**config.mk**
```make
export PLATFORM = sky130hd
export DESIGN_NAME = uart_rx
export DESIGN_NICKNAME = d
export VERILOG_FILES = /design/src/rtl/uart_rx.sv
export SDC_FILE = /design/constraint.sdc
export NUM_CORES = 1
export LEC_CHECK = 0
export ABC_CLOCK_PERIOD_IN_PS = 2000
export BUFFER_PORTS_ARGS = -buffer_cell sky130_fd_sc_hd__buf_2
export CELL_PAD_IN_SITES_DETAIL_PLACEMENT = 1
export CELL_PAD_IN_SITES_GLOBAL_PLACEMENT = 2
export CORE_MARGIN = 2
export CORE_UTILIZATION = 36
export CTS_CLUSTER_DIAMETER = 150
export DETAILED_ROUTE_END_ITERATION = 6
export PLACE_DENSITY_LB_ADDON = 0.1
export RECOVER_POWER = 50
export SYNTH_ARGS = -nofsm -noshare
export SYNTH_HDL_FRONTEND = slang
export SYNTH_SLANG_ARGS = --single-unit
export TNS_END_PERCENT = 1
```
**constraint.sdc**
```tcl
create_clock -name i_clk -period 2 [get_ports i_clk]
set_input_delay 0.2 -clock i_clk [delete_from_list [all_inputs] [get_ports i_clk]]
set_output_delay 0.2 -clock i_clk [all_outputs]
set_load 0.01 [all_outputs]
```
**src/rtl/uart_rx.sv**
```systemverilog
// rtl/uart_rx.sv - 8N1 UART receiver with byte hold/accept handshake
//
// Purpose: receives 8N1 frames (start, 8 data bits LSB first, stop) from an
// asynchronous serial line. The received byte is held with o_done until the
// consumer acknowledges it with i_byte_accept.
//
// Optional feature: define UART_RX_OVERRUN_EN to add the o_overrun output,
// which flags a frame start seen while a byte was still held.
//
// Ports:
//   i_clk          in   1  system clock, rising edge
//   i_rst_n        in   1  asynchronous active-low reset
//   i_byte_accept  in   1  consumer acknowledge (pulse or level)
//   i_data_bit     in   1  serial RX line, asynchronous, idles high
//   o_done         out  1  high while a received byte is held
//   o_data_byte    out  8  received byte, valid while o_done=1
//   framing_error  out  1  stop bit of the held frame was 0
//   o_overrun      out  1  (UART_RX_OVERRUN_EN only) frame dropped while held

module uart_rx #(
  parameter int clk_frequency = 27,
  parameter int baud_rate     = 115200
) (
  input  logic       i_clk,
  input  logic       i_rst_n,
  input  logic       i_byte_accept,
  input  logic       i_data_bit,
`ifdef UART_RX_OVERRUN_EN
  output logic       o_overrun,
`endif
  output logic       o_done,
  output logic [7:0] o_data_byte,
  output logic       framing_error
);

  localparam int CYCLES_PER_BIT = (clk_frequency * 1_000_000) / baud_rate;
  localparam int HALF_BIT       = CYCLES_PER_BIT / 2;
  localparam int CW             = (CYCLES_PER_BIT > 2) ? $clog2(CYCLES_PER_BIT) : 1;

  localparam logic [CW-1:0] BIT_LAST  = CW'(CYCLES_PER_BIT - 1);
  localparam logic [CW-1:0] HALF_LAST = CW'(HALF_BIT - 1);

  typedef enum logic [2:0] {
    IDLE  = 3'd0,
    START = 3'd1,
    DATA  = 3'd2,
    STOP  = 3'd3,
    DONE  = 3'd4
  } state_t;

  state_t        state;
  logic          sync1;
  logic          sync2;
  logic          sync_prev;
  logic [CW-1:0] cnt;
  logic [2:0]    bit_idx;
  logic [7:0]    shift;
  logic          fall;

  // Start detection needs a real 1->0 edge; a line held low never re-arms.
  assign fall = sync_prev & ~sync2;

  always_ff @(posedge i_clk or negedge i_rst_n) begin
    if (!i_rst_n) begin
      state         <= IDLE;
      sync1         <= 1'b1;
      sync2         <= 1'b1;
      sync_prev     <= 1'b1;
      cnt           <= '0;
      bit_idx       <= 3'd0;
      shift         <= 8'h00;
      o_done        <= 1'b0;
      o_data_byte   <= 8'h00;
      framing_error <= 1'b0;
`ifdef UART_RX_OVERRUN_EN
      o_overrun     <= 1'b0;
`endif
    end else begin
      sync1     <= i_data_bit;
      sync2     <= sync1;
      sync_prev <= sync2;

      unique case (state)
        IDLE: begin
          if (fall) begin
            bit_idx <= 3'd0;
            cnt     <= '0;
            state   <= START;
          end
        end

        START: begin
          if (cnt == HALF_LAST) begin
            cnt <= '0;
            // A start bit that is high again at its middle was a glitch.
            state <= sync2 ? IDLE : DATA;
          end else begin
            cnt <= cnt + 1'b1;
          end
        end

        DATA: begin
          if (cnt == BIT_LAST) begin
            cnt   <= '0;
            shift <= {sync2, shift[7:1]};
            if (bit_idx == 3'd7) begin
              state <= STOP;
            end else begin
              bit_idx <= bit_idx + 3'd1;
            end
          end else begin
            cnt <= cnt + 1'b1;
          end
        end

        STOP: begin
          if (cnt == BIT_LAST) begin
            cnt           <= '0;
            o_data_byte   <= shift;
            framing_error <= ~sync2;
            o_done        <= 1'b1;
            state         <= DONE;
          end else begin
            cnt <= cnt + 1'b1;
          end
        end

        DONE: begin
          if (i_byte_accept) begin
            o_done        <= 1'b0;
            framing_error <= 1'b0;
`ifdef UART_RX_OVERRUN_EN
            o_overrun     <= 1'b0;
`endif
            state         <= IDLE;
          end
`ifdef UART_RX_OVERRUN_EN
          else if (fall) begin
            o_overrun <= 1'b1;
          end
`endif
        end

        default: state <= IDLE;
      endcase
    end
  end

endmodule

```
After elaboration in Yosys (flattened, before gate mapping)
Index checks and enable logic that the tools add are counted.
Storage, ports and cells
  output and inout bits: 10
  bits of input ports: 4
  bits in registers: 35
Cells by class
  equal/unequal tests: 14
  add/subtract/negate cells: 2
  bitwise operators: 2
  reduce and logical (&&, ||, !) cells: 11
  mux-type cells: 21
Operator list (count)
  $mux 3: 9
  $mux 8: 3
  $pmux 8 s3: 1
  $pmux 3 s5: 1
  $ne 2x2->1 const B: 7
  $add 8x1->8 const B: 1
  $eq 8x7->1 const B: 1
  $eq 8x8->1 const B: 1
  $eq 3x2->1 const B: 2
  $eq 3x3->1 const B: 2
  $pmux 3 s2: 1
  $reduce_and 2->1: 3
  $reduce_and 6->1: 1
  $pmux 1 s2: 2
  $reduce_and 4->1: 1
  $reduce_bool 2->1: 2
  $add 3x1->3 const B: 1
  $eq 3x1->1 const B: 1
  $logic_not 3->1: 1
  $mux 1: 3
  $reduce_and 3->1: 1
  $reduce_bool 3->1: 1
  $mux 2: 1
  $reduce_or 2->1: 1
  other kinds (2): 2

Logic depth before layout (Yosys ltp)
Gate-level depths: netlist of run 1.
  depth after elaboration: 4
  depth in mapped cells: 7

Least setup slack after synthesis of run 1
Ideal clock, no wire load.
  path kind: register -> register
  from: register bit_idx[0]
  to: register bit_idx[0]
  cell stages (with the launch flop): 6
  setup slack: 0.115 ns
  data arrival time: 1.760 ns
  clock period less this slack: 1.885 ns
  path buffers: 0
  cell sequence: dfrtp_1 ha_1 ha_1 or2b_1 a2111oi_4 mux2_4
On the way
  cells in the longest elaborated chain, start to end: 4
  elaborated cells on any way between the ends: 7
  classes of those cells: add/sub (1); eq/ne (2); mux (3); reduce/logical (1)
Ends and longest elaborated chain
  start: declaration: RTL line 56  | logic [2:0] bit_idx;
  start signal: assignment: RTL line 109  | bit_idx <= bit_idx + 3'd1;
  $add 3x1->3: RTL line 109
  $mux 3: RTL line 106  | if (bit_idx == 3'd7) begin
  $mux 3: RTL line 103  | if (cnt == BIT_LAST) begin
  $pmux 3 s2: RTL line 83  | unique case (state)
Parallel ways exist; a longest one is shown, timed or not. The select of a mux whose other input is x is not followed.
A chain may end at the register's enable or synchronous reset.

Worst setup path after layout of run 1
  from: register bit_idx[0]
  to: register bit_idx[2]
Same word-level chain as after synthesis.

==> results.md, run 1 <==
### Worst setup path
• **setup slack, reg-to-reg** 80 ps
• **cell with the largest stage delay on the worst path** sky130_fd_sc_hd__dfrtp_1
• **R2R Path End** bit_idx[2]$_DFFE_PN0P_
• **cell-by-cell trace of the critical path** ha_1, ha_1, or2b_1, a2111oi_4, buf_4, mux2i_1
• **cell count along the critical path** 6
• **critical path class** register to register
• **Worst EP arrival** 2120 ps
• **Bufs and invs on worst path** 1
• **family of cells with the greatest summed delay on the critical path** flip-flops
• **Crit Path Max Fanout** 3
• **dominant cell type by count on the critical path** sky130_fd_sc_hd__ha_1
• **peak per-stage delay on the critical path** 400 ps
• **depth of the worst register-to-register path** 6
• **Setup crit start kind** register
• **critical path endpoint category** register
• **critical register-to-register path startpoint** bit_idx[0]$_DFFE_PN0P_
• **required time worst endpoint** 2200 ps

### Timing
• **number of setup violations in the final report** 0
• **final number of max-transition violations** 36
• **Hold Slack** 115 ps
• **setup total negative slack** 0 ps
• **crit path time final** 1920 ps
• **share of the clock period used by the worst path** 96.0%
• **final worst clock skew** 3.83 ps
• **number of hold-slack violations in the final timing report** 0
• **relative slew slack** -27.0%
• **Worst-Margin Slew** 1900 ps
• **RSZ-0062 raised after global routing** false
• **Fmax achieved** 0.521 GHz

### Finish
• **Syn-to-layout area delta** 13.5%
• **filler instances** 533
• **share of final-layout standard cells stronger than drive strength 1** 27.4%
• **Finished Cell Area** 1950 µm²
• **multi-input logic area** 773 µm²
• **FF+latch area** 880 µm²
• **# nets final** 176
• **share of the core filled with cells** 41.7%
• **n_diodes** 0

### Drt
• **number of iterations in the first detailed-routing pass** 5
• **Routed Antenna Nets** 0
• **post-DR vias/cell** 5.24
• **Final Routed Wirelength** 3510 µm
• **initial DRC count** 73
• **Avg WL per Cell** 15.8 µm
• **residual DRC count** 0
• **via total after detailed routing** 1163

### Yosys
• **flip-flop and latch count after synthesis** 35
• **YS warnings** 0
• **Synth area leaders** sky130_fd_sc_hd__dfrtp_1 (47%), sky130_fd_sc_hd__mux2_4 (7.0%), sky130_fd_sc_hd__dfstp_2 (4.6%)
• **number of standard cells after synthesis** 144
• **synthesized area** 1710 µm²
• **FFs w/ async S/R, synth** 100%
• **number of synthesized flops with an enable pin** 0
• **share of synthesized area occupied by flip-flops and latches** 51.3%
• **library cell with the highest instance count after synthesis** sky130_fd_sc_hd__dfrtp_1
• **Post-Synthesis Net Count** 153
• **Commonest cells post-synth** sky130_fd_sc_hd__dfrtp_1 (32), sky130_fd_sc_hd__nand2_1 (14), sky130_fd_sc_hd__mux2_4 (8), sky130_fd_sc_hd__inv_1 (7)
• **leading register cell type out of synthesis** sky130_fd_sc_hd__dfrtp_1
• **biggest area consumer among synthesized cells** sky130_fd_sc_hd__dfrtp_1
• **mean post-synth cell area** 11.9 µm²
• **library cells used by synthesis** 40
• **Yosys top cell area share** 46.7%

### Global routing
• **via count of the first global-routing pass** 1225
• **antenna violations before repair** 0
• **Overall Global Routing Usage** 14.7%
• **residual overflow from global routing** 0
• **first-pass GRT wire length** 5950 µm
• **pin count of the biggest net entering global routing** 36

### Hold path
• **hold wc startpoint** i_byte_accept
• **min-delay worst type** primary input to register
• **Hold Path Sink** state[2]$_DFFE_PN0P_
• **worst hold stages** 2

### Clocking
• **deepest clock path buffer count** 2
• **clock latency at the later pin of the worst-skew pair** 280 ps
• **clock-pin slew of the registers on the worst-case setup and hold paths** 70 ps
• **clock root buffer** sky130_fd_sc_hd__clkbuf_8
• **clock tree from TritonCTS** built
• **number of buffers inserted during clock tree synthesis** 5
• **cts repair resizes** 0
• **number of H-tree levels** 2
• **Num Clock Sinks** 35

### Die
• **Std-Cell Rows** 25
• **width of the die** 73.0 µm
• **Initial Util** 36.8%
• **Core ar.** 4660 µm²
• **y dimension of the die** 73.0 µm
• **ports placed on the boundary** 14
• **Die Footprint** 5330 µm²

### Pwr
• **total chip power** 1.97 mW
• **leakage power total** 0.953 nW
• **IR drop worst, VDD** 0.412 mV
• **pwr/cell area** 1010 nW/µm²

### Placement
• **Area after DPL** 1860 µm²
• **detailed-placement wirelength estimate** 2530 µm
• **RePlAce Congestion** 0.816
• **number of buffers added on ports** 13

### Status
• **violated checks** max-capacitance violations, max-slew violations
• **status** complete, but fails checks

### Run
• **# Max-Cap Violations** 1

[cell usage in the layout (no fill, tap or decap), drive strengths merged, types with 4 or more instances in the layout]
| cell | n |
|---|---|
| dfrtp | 32 |
| buf | 17 |
| mux2 | 17 |
| nand2 | 15 |
| clkbuf | 9 |
| inv | 7 |
| nor2 | 7 |
| o21ai | 7 |
| a21oi | 6 |
| ha | 5 |
| nand3 | 4 |
| o211ai | 4 |
| mux2i | 4 |
[registers in the layout, summed over array words and instances (netlist names)]
signal	count
shift	8
o_done	1
sync1	1
cnt	8
sync2	1
o_data_byte	8
bit_idx	3
framing_error	1
sync_prev	1
state	3
[worst max-delay path by stage]
| stage | start | endpoint | slack, ps |
|---|---|---|---|
| final | bit_idx[0]$_DFFE_PN0P_ | bit_idx[2]$_DFFE_PN0P_ | 80 |
| after global routing | bit_idx[0]$_DFFE_PN0P_ | bit_idx[1]$_DFFE_PN0P_ | 4 |
| after CTS | bit_idx[0]$_DFFE_PN0P_ | bit_idx[2]$_DFFE_PN0P_ | 50 |
| after detailed placement | bit_idx[0]$_DFFE_PN0P_ | bit_idx[2]$_DFFE_PN0P_ | 80 |
| after global placement | bit_idx[0]$_DFFE_PN0P_ | bit_idx[0]$_DFFE_PN0P_ | 160 |
| after floorplan | bit_idx[0]$_DFFE_PN0P_ | bit_idx[0]$_DFFE_PN0P_ | 120 |
[routing by layer]
layer  vias to the layer above  track usage, %  share of wire (%)
li1                        555               -                  -
met1                       586            17.5                 45
met2                        17            25.2                 51
met3                         5            3.31                2.7
met4                         0            6.17                1.3
met5                         -               0                  0
[stage by stage]
step	setup WS (ps)	instances
after floorplan	115	144
after global placement	158	213
after detailed placement	80.5	213
after CTS	54.4	221
after global routing	3.50	222
final	80.9	222
[where the power goes]
group          switching (mW)  leakage (nW)  internal, mW  total [mW]
clock network           0.242        0.0422         0.244       0.486
registers               0.126         0.463         0.803       0.929
logic                   0.304         0.448         0.251       0.555
[what timing repair did]
item / in CTS / in global routing
hold buffers: 0 / 1
setup endpoints to repair: 0 / 0
buffers inserted: 0 / 0
hold endpoints to repair: 0 / 1
[cell type report]
cell class	count	area share, %
timing repair buffer	20	6.05
clock buffer	7	3.92
tap	54	3.47
inverter	7	1.35
sequential	35	45.2
multi-input combinational	98	39.7
clock inverter	1	0.257
[logic make-up after synthesis]
family                   synth area share [%]
AND/OR/NAND/NOR                          14.2
flip-flops                               51.3
AO/OA/AOI/OAI                            12.0
multiplexers                             15.3
buffers and inverters                    3.58
adder cells (fa/ha/maj)                  3.65
Power figures use the tool's default switching activity.
==> run 2: changes to the inputs <==
--- a/config.mk
+++ b/config.mk
@@ -5,12 +5,13 @@
 export SDC_FILE = /design/constraint.sdc
 export NUM_CORES = 1
 export LEC_CHECK = 0
+export ABC_AREA = 1
 export ABC_CLOCK_PERIOD_IN_PS = 2000
 export BUFFER_PORTS_ARGS = -buffer_cell sky130_fd_sc_hd__buf_2
 export CELL_PAD_IN_SITES_DETAIL_PLACEMENT = 1
 export CELL_PAD_IN_SITES_GLOBAL_PLACEMENT = 2
 export CORE_MARGIN = 2
-export CORE_UTILIZATION = 36
+export CORE_UTILIZATION = 33
 export CTS_CLUSTER_DIAMETER = 150
 export DETAILED_ROUTE_END_ITERATION = 6
 export PLACE_DENSITY_LB_ADDON = 0.1
==> run 2 against run 1 <==
  * Clock power rose by 30%
  * Non-clock buffer count fell by 6
  * Register-to-register slack improved by 390 ps
  * Die area rose by 12%
  * Global-route usage fell by 0.54 points
  * Clock skew rose by 2.0 ps
  * Cell area rose by 3.5%
  * The flow finishes with violations (negative hold slack)
  * Critical path depth rose by 3
==> results.md, run 2 <==
### Status
• **status** complete, but fails checks
• **violated checks** negative hold slack

### Global routing
• **antenna violations before repair** 0, unchanged
• **via count of the first global-routing pass** 1407, +15%
• **residual overflow from global routing** 0, unchanged
• **first-pass GRT wire length** 6580 µm, +11%
• **pin count of the biggest net entering global routing** 36, unchanged
• **Overall Global Routing Usage** 14.1%, -0.54 points

### Timing
• **number of setup violations in the final report** 0, unchanged
• **Hold Slack** -5.52 ps, -120 ps
• **share of the clock period used by the worst path** 76.4%, -20 points
• **Worst-Margin Slew** 785 ps, -1120 ps
• **crit path time final** 1530 ps, -392 ps
• **final worst clock skew** 5.87 ps, +2.04 ps
• **RSZ-0062 raised after global routing** false
• **setup total negative slack** 0 ps, unchanged
• **final worst setup slack** 473 ps, +392 ps
• **final number of max-transition violations** 0, -100%
• **number of hold-slack violations in the final timing report** 16, +16
• **relative slew slack** 47.6%, +75 points
• **Fmax achieved** 0.655 GHz, +26%

### Die
• **ports placed on the boundary** 14, unchanged
• **Core ar.** 5140 µm², +10%
• **y dimension of the die** 77.1 µm, +5.6%
• **Initial Util** 34.3%, -2.5 points
• **Std-Cell Rows** 26, +4.0%
• **Die Footprint** 5940 µm², +12%
• **width of the die** 77.1 µm, +5.6%

### Finish
• **Finished Cell Area** 2010 µm², +3.5%
• **Syn-to-layout area delta** 14.2%
• **Final Non-Filler Cells** 286, +29%
• **most common cell after layout, fill and taps aside** sky130_fd_sc_hd__nand2_1
• **share of final-layout standard cells stronger than drive strength 1** 26.4%, -0.99 points
• **filler instances** 656, +23%
• **most frequent cells in the layout** sky130_fd_sc_hd__nand2_1 (40), sky130_fd_sc_hd__dfrtp_1 (32), sky130_fd_sc_hd__inv_1 (27)
• **Top Registers** cnt: 8 flops, o_data_byte: 8 flops, shift: 8 flops
• **n_diodes** 0, unchanged
• **# nets final** 224, +27%

### Pwr
• **IR drop worst, VDD** 0.342 mV, -17%
• **pwr/cell area** 679 nW/µm², -33%
• **total chip power** 1.37 mW, -31%
• **leakage power total** 0.979 nW, +2.7%

### Yosys
• **biggest area consumer among synthesized cells** sky130_fd_sc_hd__dfrtp_1
• **leading register cell type out of synthesis** sky130_fd_sc_hd__dfrtp_1
• **library cells used by synthesis** 27, -33%
• **number of synthesized flops with an enable pin** 0, unchanged
• **share of synthesized area occupied by flip-flops and latches** 49.9%, -1.4 points
• **Post-Synthesis Net Count** 205, +34%
• **synthesized area** 1760 µm², +2.8%
• **number of standard cells after synthesis** 196, +36%
• **Commonest cells post-synth** sky130_fd_sc_hd__nand2_1 (40), sky130_fd_sc_hd__dfrtp_1 (32), sky130_fd_sc_hd__inv_1 (27), sky130_fd_sc_hd__o21ai_0 (14), sky130_fd_sc_hd__o21ai_2 (13)
• **Yosys top cell area share** 45.4%, -1.3 points
• **mean post-synth cell area** 8.99 µm², -24%
• **Synth area leaders** sky130_fd_sc_hd__dfrtp_1 (45%), sky130_fd_sc_hd__nand2_1 (8.5%), sky130_fd_sc_hd__o21ai_2 (6.5%)
• **library cell with the highest instance count after synthesis** sky130_fd_sc_hd__nand2_1
• **FFs w/ async S/R, synth** 100%, unchanged
• **flip-flop and latch count after synthesis** 35, unchanged
• **YS warnings** 0, unchanged

### Clocking
• **deepest clock path buffer count** 2, unchanged
• **clock root buffer** sky130_fd_sc_hd__clkbuf_8
• **cts repair resizes** 0, unchanged
• **number of H-tree levels** 2, unchanged
• **clock-pin slew of the registers on the worst-case setup and hold paths** 70 ps, about the same
• **Num Clock Sinks** 35, unchanged
• **clock tree from TritonCTS** built
• **clock latency at the later pin of the worst-skew pair** 280 ps, about the same
• **number of buffers inserted during clock tree synthesis** 5, unchanged

### Drt
• **Avg WL per Cell** 12.9 µm, -18%
• **via total after detailed routing** 1319, +13%
• **post-DR vias/cell** 4.61, -12%
• **number of iterations in the first detailed-routing pass** 4, -1
• **Final Routed Wirelength** 3700 µm, +5.6%
• **Routed Antenna Nets** 0, unchanged
• **residual DRC count** 0, unchanged
• **initial DRC count** 30, -59%

### Placement
• **RePlAce Congestion** 0.752, -7.9%
• **Area after DPL** 1890 µm², +2.0%
• **placed cell count** 277, +30%
• **detailed-placement wirelength estimate** 2750 µm, +8.6%
• **number of buffers added on ports** 13, unchanged
• **pre-CTS worst setup slack** 460 ps, +380 ps

### Worst setup path
• **required time worst endpoint** 2210 ps, about the same
• **Setup crit start kind** register
• **Crit Path Max Fanout** 18, +15
• **Worst EP arrival** 1740 ps, -380 ps
• **critical path endpoint category** register
• **critical path class** register to register
• **depth of the worst register-to-register path** 9, +3

### Hold path
• **min-delay worst type** primary input to asynchronous set/reset pin

### Run
• **# Max-Cap Violations** 0, -1

[run 2: area by class of cell]
type	instances	area, µm²	area share [%]
Timing Repair Buffer	14	72.6	3.60
Tap cell	70	87.6	4.35
Multi-Input combinational cell	128	744	37.0
Clock buffer	5	68.8	3.42
Sequential cell	35	880	43.7
Clock inverter	3	43.8	2.18
Inverter	31	116	5.78
[run 2: metrics by stage]
stage | utilization [%] | hold slack, ps
3_3_place_gp | 36.8 | 308
5_1_grt | 39.2 | 51.7
3_5_place_dp | 36.8 | 308
2_1_floorplan | - | -95.6
4_1_cts | 39.0 | 0.974
6_report | 39.2 | -5.52
[run 2: power by group]
group,switching [mW],leakage [nW],internal (mW)
Sequential,0.00240,0.443,0.712
Clock,0.262,0.0581,0.371
Combinational,0.0148,0.478,0.00360
[run 2: worst paths after layout]
path	start	end	slack, ps
setup / recovery	cnt[1]$_DFFE_PN0P_	o_data_byte[5]$_DFFE_PN0P_	470
hold / removal	i_rst_n	cnt[5]$_DFFE_PN0P_	-6
setup reg to reg	cnt[1]$_DFFE_PN0P_	o_data_byte[5]$_DFFE_PN0P_	470
hold reg to reg	sync1$_DFF_PN1_	sync2$_DFF_PN1_	360
max in group asynchronous	i_rst_n	bit_idx[2]$_DFFE_PN0P_	1500
min in group i_clk	i_byte_accept	state[2]$_DFFE_PN0P_	230
[run 2: what timing repair did]
item / 4_1_cts / 5_1_grt
setup buffers: 0 / 0
hold buffers: 0 / 1
hold endpoints to repair: 0 / 1
[run 2: logic make-up after synthesis]
| family | synth area share, % |
|---|---|
| adder cells (fa/ha/maj) | 3.55 |
| AO/OA/AOI/OAI | 14.8 |
| XOR/XNOR | 0.994 |
| flip-flops | 49.9 |
| AND/OR/NAND/NOR | 22.9 |
| buffers and inverters | 7.88 |
[run 2: critical path, stage by stage, from the launching register on]
cell                      delay (ps)
sky130_fd_sc_hd__dfrtp_1         390
sky130_fd_sc_hd__inv_1            80
sky130_fd_sc_hd__ha_1            190
sky130_fd_sc_hd__nand2_2          80
sky130_fd_sc_hd__nor2_4           40
sky130_fd_sc_hd__nand2_4         130
sky130_fd_sc_hd__nor2_4           40
sky130_fd_sc_hd__inv_2           290
sky130_fd_sc_hd__nand2_1         120
sky130_fd_sc_hd__o21ai_2          80
[run 2: metal layers]
metal	vias up	part of all wire, %	global-route usage, %
li1	652	-	-
met1	650	46	17.1
met2	12	50	24.1
met3	5	2.4	3.76
met4	0	1.4	5.00
met5	-	0	0
==> run 3: changes to the inputs <==
--- a/config.mk
+++ b/config.mk
@@ -6,12 +6,12 @@
 export NUM_CORES = 1
 export LEC_CHECK = 0
 export ABC_AREA = 1
-export ABC_CLOCK_PERIOD_IN_PS = 2000
+export ABC_CLOCK_PERIOD_IN_PS = 1550
 export BUFFER_PORTS_ARGS = -buffer_cell sky130_fd_sc_hd__buf_2
 export CELL_PAD_IN_SITES_DETAIL_PLACEMENT = 1
 export CELL_PAD_IN_SITES_GLOBAL_PLACEMENT = 2
 export CORE_MARGIN = 2
-export CORE_UTILIZATION = 33
+export CORE_UTILIZATION = 36
 export CTS_CLUSTER_DIAMETER = 150
 export DETAILED_ROUTE_END_ITERATION = 6
 export PLACE_DENSITY_LB_ADDON = 0.1
==> constraint.sdc (replaced) <==
create_clock -name i_clk -period 1.55 [get_ports i_clk]
set_input_delay 0.155 -clock i_clk [delete_from_list [all_inputs] [get_ports i_clk]]
set_output_delay 0.155 -clock i_clk [all_outputs]
set_load 0.01 [all_outputs]
==> run 3 against run 2 <==
  * The run now ends clean
  * First-iteration DRC count shrank 20%
  * Hold slack better by 190 ps
  * Cell count rose by 1.0%
  * Clock skew increased by 2.2 ps
  * Wire length up 4.4%
  * Sequential power increased by 29%
  * Via count increased by 1.4%
  * Non-clock buffer count increased by 6
  * Register-to-register slack lost 420 ps
  * Sequential share of layout area decreased by 1.6 points
  * Flip-flop and latch count unchanged
==> results.md, run 3 (same netlist as run 2, synthesis figures left out) <==
### Die
• **Die Footprint** 5470 µm², -7.9%
• **y dimension of the die** 74.0 µm, -4.0%
• **Core ar.** 4720 µm², -8.1%
• **ports placed on the boundary** 14, unchanged
• **Std-Cell Rows** 25, -3.8%
• **width of the die** 74.0 µm, -4.0%
• **Initial Util** 37.3%, +3.0 points

### Finish
• **most common cell after layout, fill and taps aside** sky130_fd_sc_hd__nand2_1
• **Top Registers** cnt: 8 flops, o_data_byte: 8 flops, shift: 8 flops
• **# nets final** 230, +2.7%
• **share of final-layout standard cells stronger than drive strength 1** 32.0%, +5.6 points
• **share of the core filled with cells** 44.2%, +5.0 points
• **Syn-to-layout area delta** 18.5%
• **n_diodes** 0, unchanged
• **most frequent cells in the layout** sky130_fd_sc_hd__nand2_1 (35), sky130_fd_sc_hd__dfrtp_1 (32), sky130_fd_sc_hd__inv_1 (25)

### Global routing
• **antenna violations before repair** 0, unchanged
• **residual overflow from global routing** 0, unchanged
• **pin count of the biggest net entering global routing** 20, -44%
• **via count of the first global-routing pass** 1469, +4.4%
• **Overall Global Routing Usage** 16.7%, +2.6 points
• **first-pass GRT wire length** 6870 µm, +4.3%

### Worst setup path
• **R2R Path End** bit_idx[2]$_DFFE_PN0P_
• **Crit Path Max Fanout** 6, -12
• **required time worst endpoint** 1740 ps, -470 ps
• **depth of the worst register-to-register path** 9, unchanged
• **critical path endpoint category** register
• **cell-by-cell trace of the critical path** inv_2, ha_1, nand2_2, nor2_4, nand2_4, a21oi_4, nand2_4, nand2_2, o21ai_2
• **cell with the largest stage delay on the worst path** sky130_fd_sc_hd__dfrtp_1
• **Worst EP arrival** 1680 ps, -60 ps
• **beginning of the critical path** cnt[1]$_DFFE_PN0P_
• **family of cells with the greatest summed delay on the critical path** simple AND/OR/NAND/NOR gates
• **setup slack, reg-to-reg** 50 ps, -420 ps
• **critical path class** register to register
• **Setup crit start kind** register
• **peak per-stage delay on the critical path** 400 ps, about the same
• **critical register-to-register path startpoint** cnt[1]$_DFFE_PN0P_
• **Bufs and invs on worst path** 1, -1

### Clocking
• **deepest clock path buffer count** 2, unchanged
• **number of H-tree levels** 2, unchanged
• **Num Clock Sinks** 35, unchanged
• **clock tree from TritonCTS** built
• **clock root buffer** sky130_fd_sc_hd__clkbuf_8
• **clock-pin slew of the registers on the worst-case setup and hold paths** 80 ps, about the same
• **number of buffers inserted during clock tree synthesis** 5, unchanged
• **clock latency at the later pin of the worst-skew pair** 290 ps, about the same

### Drt
• **Routed Antenna Nets** 0, unchanged
• **residual DRC count** 0, unchanged
• **Avg WL per Cell** 13.4 µm, +3.3%
• **post-DR vias/cell** 4.63, +0.39%
• **number of iterations in the first detailed-routing pass** 4, unchanged
• **Final Routed Wirelength** 3870 µm, +4.4%
• **initial DRC count** 24, -20%
• **via total after detailed routing** 1338, +1.4%

### Status
• **status** finished, final reports clean

### Hold path
• **hold wc startpoint** i_byte_accept
• **worst hold stages** 4
• **Hold Path Sink** state[2]$_DFFE_PN0P_
• **min-delay worst type** primary input to register

### Timing
• **number of hold-slack violations in the final timing report** 0, -16
• **Fmax achieved** 0.667 GHz, +1.9%
• **relative slew slack** 28.6%, -19 points
• **Worst-Margin Slew** 1070 ps, +286 ps
• **final worst clock skew** 8.12 ps, +2.25 ps
• **RSZ-0062 raised after global routing** true
• **share of the clock period used by the worst path** 96.7%, +20 points
• **number of setup violations in the final report** 0, unchanged
• **crit path time final** 1500 ps, -28.7 ps
• **final worst setup slack** 51.4 ps, -421 ps
• **final number of max-transition violations** 0, unchanged
• **Hold Slack** 188 ps, +193 ps

### Pwr
• **switching component of the power** 381 µW, +37%
• **sequential share of power** 51.6%, -0.7 points
• **internal power component** 1.41 mW, +29%
• **leakage power total** 1.02 nW, +3.7%
• **IR drop worst, VDD** 0.543 mV, +59%
• **fraction of power spent switching nets** 21.3%, +0.89 points
• **combinational cell fraction of total power** 1.7%, +0.4 points
• **pwr/cell area** 857 nW/µm², +26%
• **clock group share of total power** 46.8%, +0.5 points
• **total chip power** 1.79 mW, +31%

### Run
• **# Max-Cap Violations** 0, unchanged

### Placement
• **pre-CTS worst setup slack** 18.4 ps, -442 ps
• **RePlAce Congestion** 0.807, +7.4%
• **number of buffers added on ports** 13, unchanged
• **detailed-placement wirelength estimate** 2940 µm, +6.8%

run 3: per-stage QoR:
stage                     area [µm²]  setup TNS (ps)  instances
after global placement          1910               0        277
final                           2090               0        289
after global routing            2090            -484        289
after CTS                       2050               0        287
after floorplan                 1760               0        196
after detailed placement        1910               0        277
run 3: worst max-delay path by stage:
| stage | slack, ps | end | depth (start not counted) |
|---|---|---|---|
| floorplan | 180 | bit_idx[0]$_DFFE_PN0P_ | 9 |
| global placement | 80 | bit_idx[0]$_DFFE_PN0P_ | 9 |
| detailed placement | 20 | bit_idx[2]$_DFFE_PN0P_ | 9 |
| CTS | 8 | bit_idx[2]$_DFFE_PN0P_ | 9 |
| global route | -60 | bit_idx[1]$_DFFE_PN0P_ | 9 |
| finish | 50 | bit_idx[2]$_DFFE_PN0P_ | 9 |
run 3: tightest hold or removal path, stage by stage:
cell and delay [ps]:
sky130_fd_sc_hd__buf_2 80, sky130_fd_sc_hd__inv_1 30, sky130_fd_sc_hd__nand3_1 110, sky130_fd_sc_hd__nand2_1 70
run 3: timing repair:
item                       4_1_cts  5_1_grt
setup buffers                    0        2
cloned                           0        0
hold buffers                     2        0
pin swaps                        0        4
setup endpoints to repair        1       32
gates resized for setup          1        8
hold endpoints to repair        18        0
run 3: power groups by stage:
stage                     sequential (mW)  combinational [mW]  clock [mW]
after floorplan                     0.940             0.00115           0
after detailed placement            0.941              0.0287           0
after CTS                           0.923              0.0324       0.854
after global routing                0.923              0.0340       0.892
after global placement              0.941              0.0279           0
final                               0.923              0.0296       0.837
run 3: layer usage:
| layer | vias to the layer above | global-route usage (%) | wire length [µm] |
|---|---|---|---|
| met5 | - | 0 | 0 |
| met4 | 0 | 5.45 | 63 |
| met3 | 7 | 4.07 | 97 |
| met2 | 12 | 28.9 | 1970 |
| met1 | 651 | 20.6 | 1730 |
| li1 | 668 | - | - |
run 3: layout make-up:
| cell class | instances | area [µm²] |
|---|---|---|
| fillers | 571 | 2640 |
| flip-flops and latches | 35 | 880 |
| multi-input cells | 128 | 761 |
| repair buffers | 20 | 133 |
| inverters | 31 | 119 |
| well taps | 67 | 83.8 |
| clock buffers | 5 | 68.8 |
| clock inverters | 3 | 43.8 |
